<file path="src/rtl/sseg_shift_driver.sv">
// sseg_shift_driver: serialises NUM_DIGITS 8-bit segment patterns into an
// external shift-register chain (sclk/sdo), then pulses slatch to update the
// display outputs. Highest digit goes out first, segment AA first per byte.
// Optional build macro: SSEG_ACTIVE_LOW_EN -- when defined the captured
// frame is the bitwise inverse of seg_data (common-anode displays).
module sseg_shift_driver #(
  parameter int NUM_DIGITS = 8,
  parameter int CLK_DIV    = 4
) (
  input  logic                    clk,
  input  logic                    rst,
  input  logic                    start,
  input  logic [8*NUM_DIGITS-1:0] seg_data,
  output logic                    busy,
  output logic                    done,
  output logic                    sclk,
  output logic                    sdo,
  output logic                    slatch
);

  localparam int NBITS = 8 * NUM_DIGITS;
  localparam logic [7:0] DIV_LAST = 8'(CLK_DIV - 1);
  localparam logic [7:0] BIT_LAST = 8'(NBITS - 1);

  typedef enum logic [2:0] {IDLE, SHIFT_LO, SHIFT_HI, LATCH, DONE} state_t;

  state_t             state_reg, state_next;
  logic [NBITS-1:0]   shift_reg, shift_next;
  logic [7:0]         cyc_reg, cyc_next;
  logic [7:0]         bit_reg, bit_next;
  logic [NBITS-1:0]   capture_data;
  logic               busy_reg, done_reg, sclk_reg, sdo_reg, slatch_reg;

`ifdef SSEG_ACTIVE_LOW_EN
  assign capture_data = ~seg_data;
`else
  assign capture_data = seg_data;
`endif

  // Next-state, shift register and counter update.
  always_comb begin
    state_next = state_reg;
    shift_next = shift_reg;
    bit_next   = bit_reg;
    cyc_next   = (cyc_reg == 8'd0) ? 8'd0 : cyc_reg - 8'd1;
    case (state_reg)
      IDLE, DONE: begin
        if (start) begin
          state_next = SHIFT_LO;
          shift_next = capture_data;
          cyc_next   = DIV_LAST;
          bit_next   = 8'd0;
        end else begin
          state_next = IDLE;
          cyc_next   = 8'd0;
        end
      end
      SHIFT_LO: begin
        if (cyc_reg == 8'd0) begin
          state_next = SHIFT_HI;
          cyc_next   = DIV_LAST;
        end
      end
      SHIFT_HI: begin
        if (cyc_reg == 8'd0) begin
          cyc_next = DIV_LAST;
          if (bit_reg == BIT_LAST) begin
            state_next = LATCH;
          end else begin
            state_next = SHIFT_LO;
            bit_next   = bit_reg + 8'd1;
            shift_next = {shift_reg[NBITS-2:0], 1'b0};
          end
        end
      end
      LATCH: begin
        if (cyc_reg == 8'd0) begin
          state_next = DONE;
          cyc_next   = 8'd0;
        end
      end
      default: begin
        state_next = IDLE;
        cyc_next   = 8'd0;
      end
    endcase
  end

  // State, datapath and registered outputs decoded from the upcoming state.
  always_ff @(posedge clk) begin
    if (rst) begin
      state_reg  <= IDLE;
      shift_reg  <= '0;
      cyc_reg    <= 8'd0;
      bit_reg    <= 8'd0;
      busy_reg   <= 1'b0;
      done_reg   <= 1'b0;
      sclk_reg   <= 1'b0;
      sdo_reg    <= 1'b0;
      slatch_reg <= 1'b0;
    end else begin
      state_reg  <= state_next;
      shift_reg  <= shift_next;
      cyc_reg    <= cyc_next;
      bit_reg    <= bit_next;
      busy_reg   <= (state_next == SHIFT_LO) || (state_next == SHIFT_HI) ||
                    (state_next == LATCH);
      done_reg   <= (state_next == DONE);
      sclk_reg   <= (state_next == SHIFT_HI);
      sdo_reg    <= ((state_next == SHIFT_LO) || (state_next == SHIFT_HI)) ?
                    shift_next[NBITS-1] : 1'b0;
      slatch_reg <= (state_next == LATCH);
    end
  end

  assign busy   = busy_reg;
  assign done   = done_reg;
  assign sclk   = sclk_reg;
  assign sdo    = sdo_reg;
  assign slatch = slatch_reg;

endmodule

</file>
<file path="config.mk">
export PLATFORM = sky130hd
export DESIGN_NAME = sseg_shift_driver
export DESIGN_NICKNAME = d
export VERILOG_FILES = /design/src/rtl/sseg_shift_driver.sv
export SDC_FILE = /design/constraint.sdc
export NUM_CORES = 1
export LEC_CHECK = 0
export BUFFER_PORTS_ARGS = -buffer_cell sky130_fd_sc_hd__clkbuf_2
export CAP_MARGIN = 20
export CORE_UTILIZATION = 58
export CTS_BUF_LIST = sky130_fd_sc_hd__clkbuf_4
export CTS_CLUSTER_SIZE = 20
export DETAILED_ROUTE_END_ITERATION = 8
export PLACE_DENSITY = 0.87
export SLEW_MARGIN = 40
export SYNTH_ARGS = -nofsm -noshare
export SYNTH_HDL_FRONTEND = slang
export SYNTH_SLANG_ARGS = --single-unit
</file>
<file path="constraint.sdc">
create_clock -name clk -period 2.3 [get_ports clk]
set_input_delay 0.115 -clock clk [delete_from_list [all_inputs] [get_ports clk]]
set_output_delay 0.115 -clock clk [all_outputs]
set_load 0.02 [all_outputs]
</file>
* Word-level counts from Yosys, hierarchy flattened *
Cells that the tools add are included.

storage, ports and cells
  ROM bits = 0
  memory bits (writable) = 0
  flip-flop bits (word level) = 88
  bits in latches = 0
  input port bits = 67
  memories = 0
  word-level logic and storage cells = 52

cells by class
  divide/modulo/power cells = 0
  bitwise operators = 1
  add/sub/neg operators = 2
  shift-type cells = 0
  equality and inequality tests = 12
  reductions and logical operators = 9
  mux-type cells = 18
  $lt $le $gt $ge = 0
  $mul = 0

operators by type and width
  cell                                                                 count
  64-bit 2-to-1 mux                                                    3
  64-bit case mux with 2 select lines                                  1
  8-bit 2-to-1 mux                                                     5
  8-bit case mux with 3 select lines                                   1
  8-bit case mux with 2 select lines                                   1
  3-bit by 2-bit == test with 1-bit output (second input constant)     4
  3-bit case mux with 4 select lines                                   1
  3-bit 2-to-1 mux                                                     3
  8-bit by 1-bit adder with 8-bit output (second input constant)       1
  8-bit by 6-bit == test with 1-bit output (second input constant)     1
  8-bit logical NOT                                                    1
  8-bit by 1-bit subtractor with 8-bit output (second input constant)  1
  3-bit by 1-bit == test with 1-bit output (second input constant)     2
  3-bit == test (second input constant)                                2
  2-bit inequality test (second input constant)                        3
  2-bit OR reduction                                                   3
  2-bit 2-to-1 mux                                                     2
  4-bit AND reduction                                                  1
  3-bit logical NOT                                                    1
  1-bit logical OR                                                     2
  2-bit nonzero test                                                   1
  1-bit 2-to-1 mux                                                     1
  1-bit inverter                                                       1

* Longest topological paths before layout *
Gate-level depths: netlist of run 1.

  word-level depth = 8
  depth in mapped cells = 8
  gate-level depth less buffers = 6

* Worst setup path before layout of run 1 *
Ideal clock, no wire load.

  kind = reg-to-reg
  start = register bit_reg[0]
  end = register shift_reg[11]
  arrival time = 1.778 ns
  required time = 2.167 ns
  setup time = 0.133 ns
  cell stages (with the launch flop) = 8
  path slack = 0.389 ns
  cells stage by stage = dfxtp_1 > ha_1 > or3b_1 > or2_2 > buf_2 > buf_2 > a32oi_1 > a21oi_1

between the ends
  word-level cells in the longest chain between the ends = 3

RTL lines
  what                                      line  text
  start: declaration                        30    logic [7:0] bit_reg, bit_next;
  start signal: assignment                  105   bit_reg <= bit_next;
  8-bit by 6-bit == test with 1-bit output  67    if (bit_reg == BIT_LAST) begin
  2-bit inequality test (no line)           -
  4-bit AND reduction (no line)             -
  end signal: assignment                    103   shift_reg <= shift_next;
  end: declaration                          28    logic [NBITS-1:0] shift_reg, shift_next;

No other way between the ends.
A chain may end at the register's enable or synchronous reset.

* Worst setup path after layout of run 1 *
  start = register bit_reg[1]
  end = register shift_reg[32]

Same word-level chain as after synthesis.

==> results of run 1 <==
-- logic make-up (layout without fill, tap and decap cells) --
| family | after synthesis | in the layout | synth area share, % |
|---|---|---|---|
| and+or+nand+nor | 55 | 55 | 8.67 |
| xor gates and xnor gates | 4 | 4 | 0.877 |
| AOI/OAI and AO/OA | 221 | 221 | 38.8 |
| DFF | 88 | 88 | 44.1 |
| adders and majority gates | 2 | 2 | 0.626 |
| buffers and inverters | 60 | 174 | 6.92 |
-- stage by stage --
stage                     setup WS, ns  instances  hold slack (ns)  utilization [%]  total power, mW
after floorplan                  0.389        430            0.255                -             2.73
after global placement           0.282        541            0.349             67.5             3.01
after detailed placement         0.208        541            0.355             67.5             3.05
after CTS                        0.187        621           0.0832             79.5             3.99
after global routing           0.00373        621           0.0739             79.5             4.24
final                            0.119        621           0.0834             79.5             4.04
-- where the power goes --
part	internal [mW]	total, mW	switching [mW]
registers	1.74	1.90	0.160
logic	0.555	1.26	0.703
clock network	0.331	0.885	0.554
-- area by class of cell --
class / instances / area, sq um
clock buffers: 9 / 67.6
clock inverters: 7 / 71.3
fillers: 407 / 1330
inverters: 6 / 22.5
multi-input cells: 282 / 1970
flip-flops and latches: 88 / 1760
well taps: 77 / 96.3
repair buffers: 152 / 1170
-- placed cells by master, fill, tap and decap left out, types with 3 or more instances in the layout --
| master | count |
|---|---|
| sky130_fd_sc_hd__clkbuf_4 | 9 |
| sky130_fd_sc_hd__or4_1 | 7 |
| sky130_fd_sc_hd__clkbuf_2 | 71 |
| sky130_fd_sc_hd__nor2b_1 | 4 |
| sky130_fd_sc_hd__dlygate4sd3_1 | 64 |
| sky130_fd_sc_hd__o211ai_1 | 66 |
| sky130_fd_sc_hd__buf_4 | 13 |
| sky130_fd_sc_hd__nand2_1 | 5 |
| sky130_fd_sc_hd__xnor2_1 | 4 |
| sky130_fd_sc_hd__a21oi_1 | 74 |
| sky130_fd_sc_hd__nand3_1 | 6 |
| sky130_fd_sc_hd__inv_1 | 6 |
| sky130_fd_sc_hd__a32oi_1 | 64 |
| sky130_fd_sc_hd__buf_12 | 4 |
| sky130_fd_sc_hd__clkinvlp_4 | 3 |
| sky130_fd_sc_hd__dfxtp_1 | 88 |
| sky130_fd_sc_hd__a31oi_1 | 3 |
| sky130_fd_sc_hd__nor2_1 | 11 |
| sky130_fd_sc_hd__o21ai_0 | 4 |
| sky130_fd_sc_hd__o31ai_1 | 5 |
-- worst max-delay path, delay by kind of cell, from the launching register on --
kind | cells | cell delay [ns]
flops | 1 | 0.43
buf+inv | 1 | 0.26
fa+ha+maj | 1 | 0.22
simple gates | 2 | 0.77
compound gates | 2 | 0.39
-- timing repair --
item / in CTS / in global routing
setup endpoints to repair: 0 / 0
endpoints found under the hold margin: 64 / 0
hold buffers: 64 / 0
-- metal layers --
layer / global-route usage (%) / wire, um / vias up
li1: - / - / 1944
met1: 40.0 / 4670 / 2037
met2: 50.4 / 5430 / 212
met3: 7.49 / 759 / 60
met4: 16.0 / 503 / 0
met5: 0 / 0 / -
-- path summary, 6_finish.rpt --
path | to | depth (start not counted) | startpoint | slack [ns]
worst max-delay path | shift_reg[32] | 6 | bit_reg[1] | 0.12
worst min-delay path | done | 3 | rst | 0.08
worst max register to register | shift_reg[32] | 6 | bit_reg[1] | 0.12
worst min register to register | bit_reg[7] | 2 | bit_reg[7] | 0.49
==> impl_table.tex, run 1 <==
\begin{tabular}{lr}
\hline
Metric & Value \\
\hline
\multicolumn{2}{l}{\textbf{Logic synthesis}} \\
Area share of the largest cell type after synthesis & between 40\% and 50\% \\
Cells after Synth & 430 \\
Average cell area after synthesis & between 9 and 10 sq um \\
Post-synth top area cell & sky130\_fd\_sc\_hd\_\_dfxtp\_1 \\
Syn Std Cell Area & about 4000 sq um \\
Share of synthesized registers carrying an async set or reset & 0\% \\
Flops \& latches, synth & 88 \\
Number of enable flip-flop cells after synthesis & 0 \\
Dominant cell by count in the synthesized netlist & sky130\_fd\_sc\_hd\_\_dfxtp\_1 \\
Yosys synthesis warning count & 0 \\
Synth Flop Type & sky130\_fd\_sc\_hd\_\_dfxtp\_1 \\
Top cells by area, synth & sky130\_fd\_sc\_hd\_\_dfxtp\_1 (44\%), sky130\_fd\_sc\_hd\_\_a32oi\_1 (14\%), sky130\_fd\_sc\_hd\_\_o211ai\_1 (12\%) \\
Commonest cells in the netlist & sky130\_fd\_sc\_hd\_\_dfxtp\_1 (88), sky130\_fd\_sc\_hd\_\_a21oi\_1 (74), sky130\_fd\_sc\_hd\_\_o211ai\_1 (66) \\
Distinct cell type count of the synthesized netlist & 40 \\
Synth Net Count & 499 \\
Sequential element share of the synthesized area & around 44\% \\
\multicolumn{2}{l}{\textbf{Finish}} \\
Share of layout cells above drive strength 1 & a little over a fifth \\
Diodes inserted & 0 \\
Synthesis-to-layout area growth & 29.2\% \\
Final design area excluding fillers & roughly 5200 sq um \\
Number of flip-flops under the largest register name & 64 \\
Nets & 608 \\
\multicolumn{2}{l}{\textbf{Place}} \\
Instance area at placement & $\sim$4400 sq um \\
IO buf count & just over 70 \\
Routability congestion estimate & just over 0.8 \\
Detailed placement HPWL & approximately 6 mm \\
\multicolumn{2}{l}{\textbf{Clock tree}} \\
Clock latency on the worst-skew pair & approximately 0.44 ns \\
Gates resized, CTS repair & 0 \\
Clk Tree Root Cell & sky130\_fd\_sc\_hd\_\_clkbuf\_4 \\
Post-CTS clock slew at the launch and capture registers of the worst setup and hold paths & between 0.1 and 0.15 ns \\
Number of buffers between clock root and the deepest sink & 2 \\
TritonCTS clock tree & yes \\
H-tree levels & 3 \\
Post-CTS setup buffer count & 0 \\
Sink count of the clock tree & 88 \\
CTS buffer count & 9 \\
\multicolumn{2}{l}{\textbf{Critical path}} \\
Worst Setup Start Kind & flop \\
Critical Path Sink Type & flop \\
Worst EP arrival & 2.50 ns \\
Category of the critical setup timing path & reg2reg \\
Maximum fanout count along the critical path & 32 \\
Highest-delay cell along the critical path & sky130\_fd\_sc\_hd\_\_dfxtp\_1 \\
Worst path required time & between 2 and 3 ns \\
Critical-path cell list & ha\_1 -> or3b\_1 -> or2\_2 -> buf\_4 -> a32oi\_1 -> a21oi\_1 \\
Critical path's largest stage delay & 0.43 ns \\
\multicolumn{2}{l}{\textbf{Floorplan}} \\
Number of placed I/O pins & around 70 \\
Number of cell rows & 29 \\
Placeable core area & approximately 6500 sq um \\
Area of the die & 7230 sq um \\
Die Wd & 85.0 um \\
Starting density of the core & between 60\% and 70\% \\
Die height & between 80 and 90 um \\
\multicolumn{2}{l}{\textbf{Timing}} \\
Shortest period the worst path allows & roughly 2.2 ns \\
Total Negative Setup Slacks & 0 ns \\
Part of the cycle the worst path needs & about 95\% \\
Setup repair after global routing missed its margin & no \\
Total setup violations reported at the end of the flow & 0 \\
Max frequency & between 400 and 500 MHz \\
Final Hold Vio Count & 0 \\
Post-Route Skew & 0.0191 ns \\
Measured slew at the worst slew-check pin & roughly 0.4 ns \\
Max\_slew headroom & approximately three quarters \\
Final count of pins violating max slew & 0 \\
\multicolumn{2}{l}{\textbf{Power and ir drop}} \\
Power per standard cell area & approximately 780 nW/um\^{}2 \\
Peak ir drop on the vdd network & roughly 520 uV \\
Static Leakage & 1.83 nW \\
\multicolumn{2}{l}{\textbf{Routing}} \\
Routed via count divided by cell count & slightly below 7 \\
Routed Antenna Nets & 0 \\
Routed wirelength normalized by instance count & about 18 um \\
Via Count & about 4,300 \\
Router iterations before antenna repair & 6 \\
Final wirelength & around 11 mm \\
DRC errors left & 0 \\
DR iter-0 viols & between 300 and 400 \\
\multicolumn{2}{l}{\textbf{Run}} \\
Number of max-cap violations & 0 \\
\multicolumn{2}{l}{\textbf{Global routing}} \\
Global-route wire length before repair & 18.4 mm \\
Leftover overflow at the end of global routing & 0 \\
Overall routing resource usage & between 30\% and 40\% \\
Antenna violations before repair & 0 \\
Maximum number of pins on one net before global-route repair & a little under 50 \\
Vias in the first global route & between 3,000 and 4,000 \\
\multicolumn{2}{l}{\textbf{Min path}} \\
Kind of path behind the tightest hold check & in2reg \\
\multicolumn{2}{l}{\textbf{Status}} \\
Status & finished clean \\
\hline
\end{tabular}
Power figures use the tool's default switching activity.
==> run 2, diff against run 1 <==
--- a/config.mk
+++ b/config.mk
@@ -9,2 +9,3 @@
 export CAP_MARGIN = 20
+export CORE_MARGIN = 2
 export CORE_UTILIZATION = 58
==> constraint.sdc (replaced) <==
create_clock -name clk -period 2.3 [get_ports clk]
set_input_delay 0.23 -clock clk [delete_from_list [all_inputs] [get_ports clk]]
set_output_delay 0.23 -clock clk [all_outputs]
set_load 0.02 [all_outputs]
==> impl_table.tex, run 2 (same netlist as run 1, synthesis figures left out) <==
\begin{tabular}{lr}
\hline
Metric & Value \\
\hline
\multicolumn{2}{l}{\textbf{Finish}} \\
Register area & 1760 sq um (unchanged) \\
Diodes inserted & 0 (unchanged) \\
Most used cells in the layout excluding fill and tap cells & sky130\_fd\_sc\_hd\_\_dfxtp\_1 (88), sky130\_fd\_sc\_hd\_\_a21oi\_1 (74), sky130\_fd\_sc\_hd\_\_clkbuf\_2 (71), sky130\_fd\_sc\_hd\_\_o211ai\_1 (66), sky130\_fd\_sc\_hd\_\_a32oi\_1 (64) \\
Share of layout cells above drive strength 1 & 24.0\% (+2.5 points) \\
Multi-input combinational cell area & 1970 sq um (unchanged) \\
Synthesis-to-layout area growth & 13.0\% \\
Total of fill cells in the finished design & 523 (+29\%) \\
Nets & 543 (-11\%) \\
Number of flip-flops under the largest register name & 64 (unchanged) \\
Most common cell after layout, fill and taps aside & sky130\_fd\_sc\_hd\_\_dfxtp\_1 \\
\multicolumn{2}{l}{\textbf{Clock tree}} \\
Post-CTS clock slew at the launch and capture registers of the worst setup and hold paths & 0.13 ns (about the same) \\
TritonCTS clock tree & yes \\
Clk Tree Root Cell & sky130\_fd\_sc\_hd\_\_clkbuf\_4 \\
H-tree levels & 3 (unchanged) \\
Cts hold-fix bufs & 0 (-100\%) \\
Number of buffers between clock root and the deepest sink & 2 (unchanged) \\
Sink count of the clock tree & 88 (unchanged) \\
Clock latency on the worst-skew pair & 0.44 ns (about the same) \\
CTS buffer count & 9 (unchanged) \\
\multicolumn{2}{l}{\textbf{Routing}} \\
Router iterations before antenna repair & 4 (-2) \\
DR iter-0 viols & 302 (-5.9\%) \\
Routed via count divided by cell count & 6.86 (+0.15\%) \\
Via Count & 3,834 (-9.9\%) \\
Final wirelength & 9.70 mm (-15\%) \\
DRC errors left & 0 (unchanged) \\
Routed wirelength normalized by instance count & 17.4 um (-5.1\%) \\
Routed Antenna Nets & 0 (unchanged) \\
\multicolumn{2}{l}{\textbf{Place}} \\
IO buf count & 71 (unchanged) \\
Detailed placement HPWL & 6.08 mm (+1.4\%) \\
Routability congestion estimate & 0.798 (-2.7\%) \\
\multicolumn{2}{l}{\textbf{Timing}} \\
Post-Route Skew & 0.0278 ns (+0.00874 ns) \\
Final count of pins violating max slew & 0 (unchanged) \\
Final Hold Vio Count & 0 (unchanged) \\
Total setup violations reported at the end of the flow & 0 (unchanged) \\
Setup repair after global routing missed its margin & no \\
Post-route worst hold slack & 0.0219 ns (-0.0615 ns) \\
Max\_slew headroom & 61.6\% (-12 points) \\
Measured slew at the worst slew-check pin & 0.574 ns (+0.172 ns) \\
Part of the cycle the worst path needs & 93.1\% (-1.7 points) \\
Total Negative Setup Slacks & 0 ns (unchanged) \\
Max frequency & 467 MHz (+1.8\%) \\
Shortest period the worst path allows & 2.14 ns (-0.0390 ns) \\
\multicolumn{2}{l}{\textbf{Min path}} \\
Critical hold path startpoint & seg\_data[0] \\
Kind of path behind the tightest hold check & in2reg \\
Endpoint of the worst hold path & shift\_reg[0] \\
Number of stages on the worst hold path & 3 (unchanged) \\
\multicolumn{2}{l}{\textbf{Critical path}} \\
Worst EP arrival & 2.44 ns (-0.06 ns) \\
Critical path's largest stage delay & 0.44 ns (about the same) \\
Category of the critical setup timing path & reg2reg \\
Maximum fanout count along the critical path & 48 (+50\%) \\
Setup slack, reg-to-reg & 0.16 ns (+0.04 ns) \\
FF-to-FF path depth & 6 (unchanged) \\
Critical-path cell list & ha\_1 -> or3b\_1 -> or2\_2 -> buf\_6 -> a32oi\_1 -> a21oi\_1 \\
Worst Setup Start Kind & flop \\
Startpoint of the worst-slack reg-to-reg timing path & bit\_reg[0] \\
R2r endpoint & shift\_reg[54] \\
Critical Path Sink Type & flop \\
Worst path required time & 2.60 ns (-0.02 ns) \\
Highest-delay cell along the critical path & sky130\_fd\_sc\_hd\_\_dfxtp\_1 \\
\multicolumn{2}{l}{\textbf{Global routing}} \\
Maximum number of pins on one net before global-route repair & 64 (+31\%) \\
Leftover overflow at the end of global routing & 0 (unchanged) \\
Vias in the first global route & 3,539 (-11\%) \\
Antenna violations before repair & 0 (unchanged) \\
Global-route wire length before repair & 16.1 mm (-13\%) \\
Overall routing resource usage & 26.0\% (-5.6 points) \\
\multicolumn{2}{l}{\textbf{Power and ir drop}} \\
Power per standard cell area & 867 nW/um\^{}2 (+11\%) \\
Clock share of power & 22.7\% (+0.8 points) \\
Logic pwr share & 29.0\% (-2.1 points) \\
Internal power component & 2.55 mW (-2.7\%) \\
Static Leakage & 1.56 nW (-15\%) \\
Part of the power in registers & 48.3\% (+1.3 points) \\
Net switching power & 1.36 mW (-4.1\%) \\
Peak ir drop on the vdd network & 381 uV (-27\%) \\
Switching share of power & 34.7\% (-0.32 points) \\
\multicolumn{2}{l}{\textbf{Floorplan}} \\
Placeable core area & 6720 sq um (+3.4\%) \\
Die Wd & 87.0 um (+2.4\%) \\
Die height & 87.0 um (+2.4\%) \\
Area of the die & 7570 sq um (+4.8\%) \\
Starting density of the core & 59.5\% (-2.1 points) \\
Number of placed I/O pins & 72 (unchanged) \\
Number of cell rows & 30 (+3.4\%) \\
\multicolumn{2}{l}{\textbf{Run}} \\
Number of max-cap violations & 0 (unchanged) \\
\multicolumn{2}{l}{\textbf{Status}} \\
Status & finished clean \\
\hline
\end{tabular}
## run 2: how the worst max path moves through the flow
stage                     slack (ns)  startpoint            end  depth (start not counted)
after floorplan                 0.39  bit_reg[0]  shift_reg[11]                          7
after global placement          0.20  bit_reg[0]  shift_reg[61]                          6
after detailed placement        0.11  bit_reg[0]  shift_reg[40]                          6
after CTS                       0.09  bit_reg[0]  shift_reg[40]                          6
after global routing            0.01  bit_reg[0]   shift_reg[9]                          6
final                           0.16  bit_reg[0]  shift_reg[54]                          6
## run 2: critical path, delay by kind of cell, from the launching register on
kind | cells | cell delay (ns)
buffers and inverters | 1 | 0.23
adders and majority gates | 1 | 0.21
and+or+nand+nor | 2 | 0.77
DFF | 1 | 0.44
AOI/OAI and AO/OA | 2 | 0.36
## run 2: area by class of cell
type / instances / area share (%)
multi-input combinational: 282 / 43.6
sequential: 88 / 39.0
timing repair buffer: 87 / 11.4
tap: 80 / 2.22
clock inverter: 7 / 1.69
clock buffer: 9 / 1.50
inverter: 6 / 0.499
## run 2: power by group through the flow
stage,sequential [mW],combinational [mW],clock [mW]
floorplan,1.88,0.851,0
global placement,1.90,1.09,0
detailed placement,1.92,1.12,0
CTS,1.89,1.13,0.903
global route,1.92,1.26,0.966
finish,1.89,1.13,0.887
## run 2: stage by stage
stage | area (sq um) | cells | power (mW) | util [%] | worst slack (ns)
6_report | 4510 | 559 | 3.91 | 67.2 | 0.158
3_3_place_gp | 4370 | 543 | 2.99 | 65.0 | 0.201
2_1_floorplan | 4000 | 430 | 2.73 | - | 0.389
3_5_place_dp | 4370 | 543 | 3.04 | 65.0 | 0.108
4_1_cts | 4510 | 559 | 3.92 | 67.1 | 0.0937
5_1_grt | 4510 | 559 | 4.14 | 67.2 | 0.00974
## run 2: layer usage
layer  up-vias  GRT usage, %  routed length (um)
li1       1810             -                   -
met3        16          4.17                 593
met4         0          9.66                 148
met1      1827          36.1                4200
met5         -             0                   0
met2       181          40.7                4770
## run 2: timing repair
action / CTS / global route
setup endpoints to repair: 0 / 38
buffers inserted: 0 / 0
resized for setup: 0 / 1
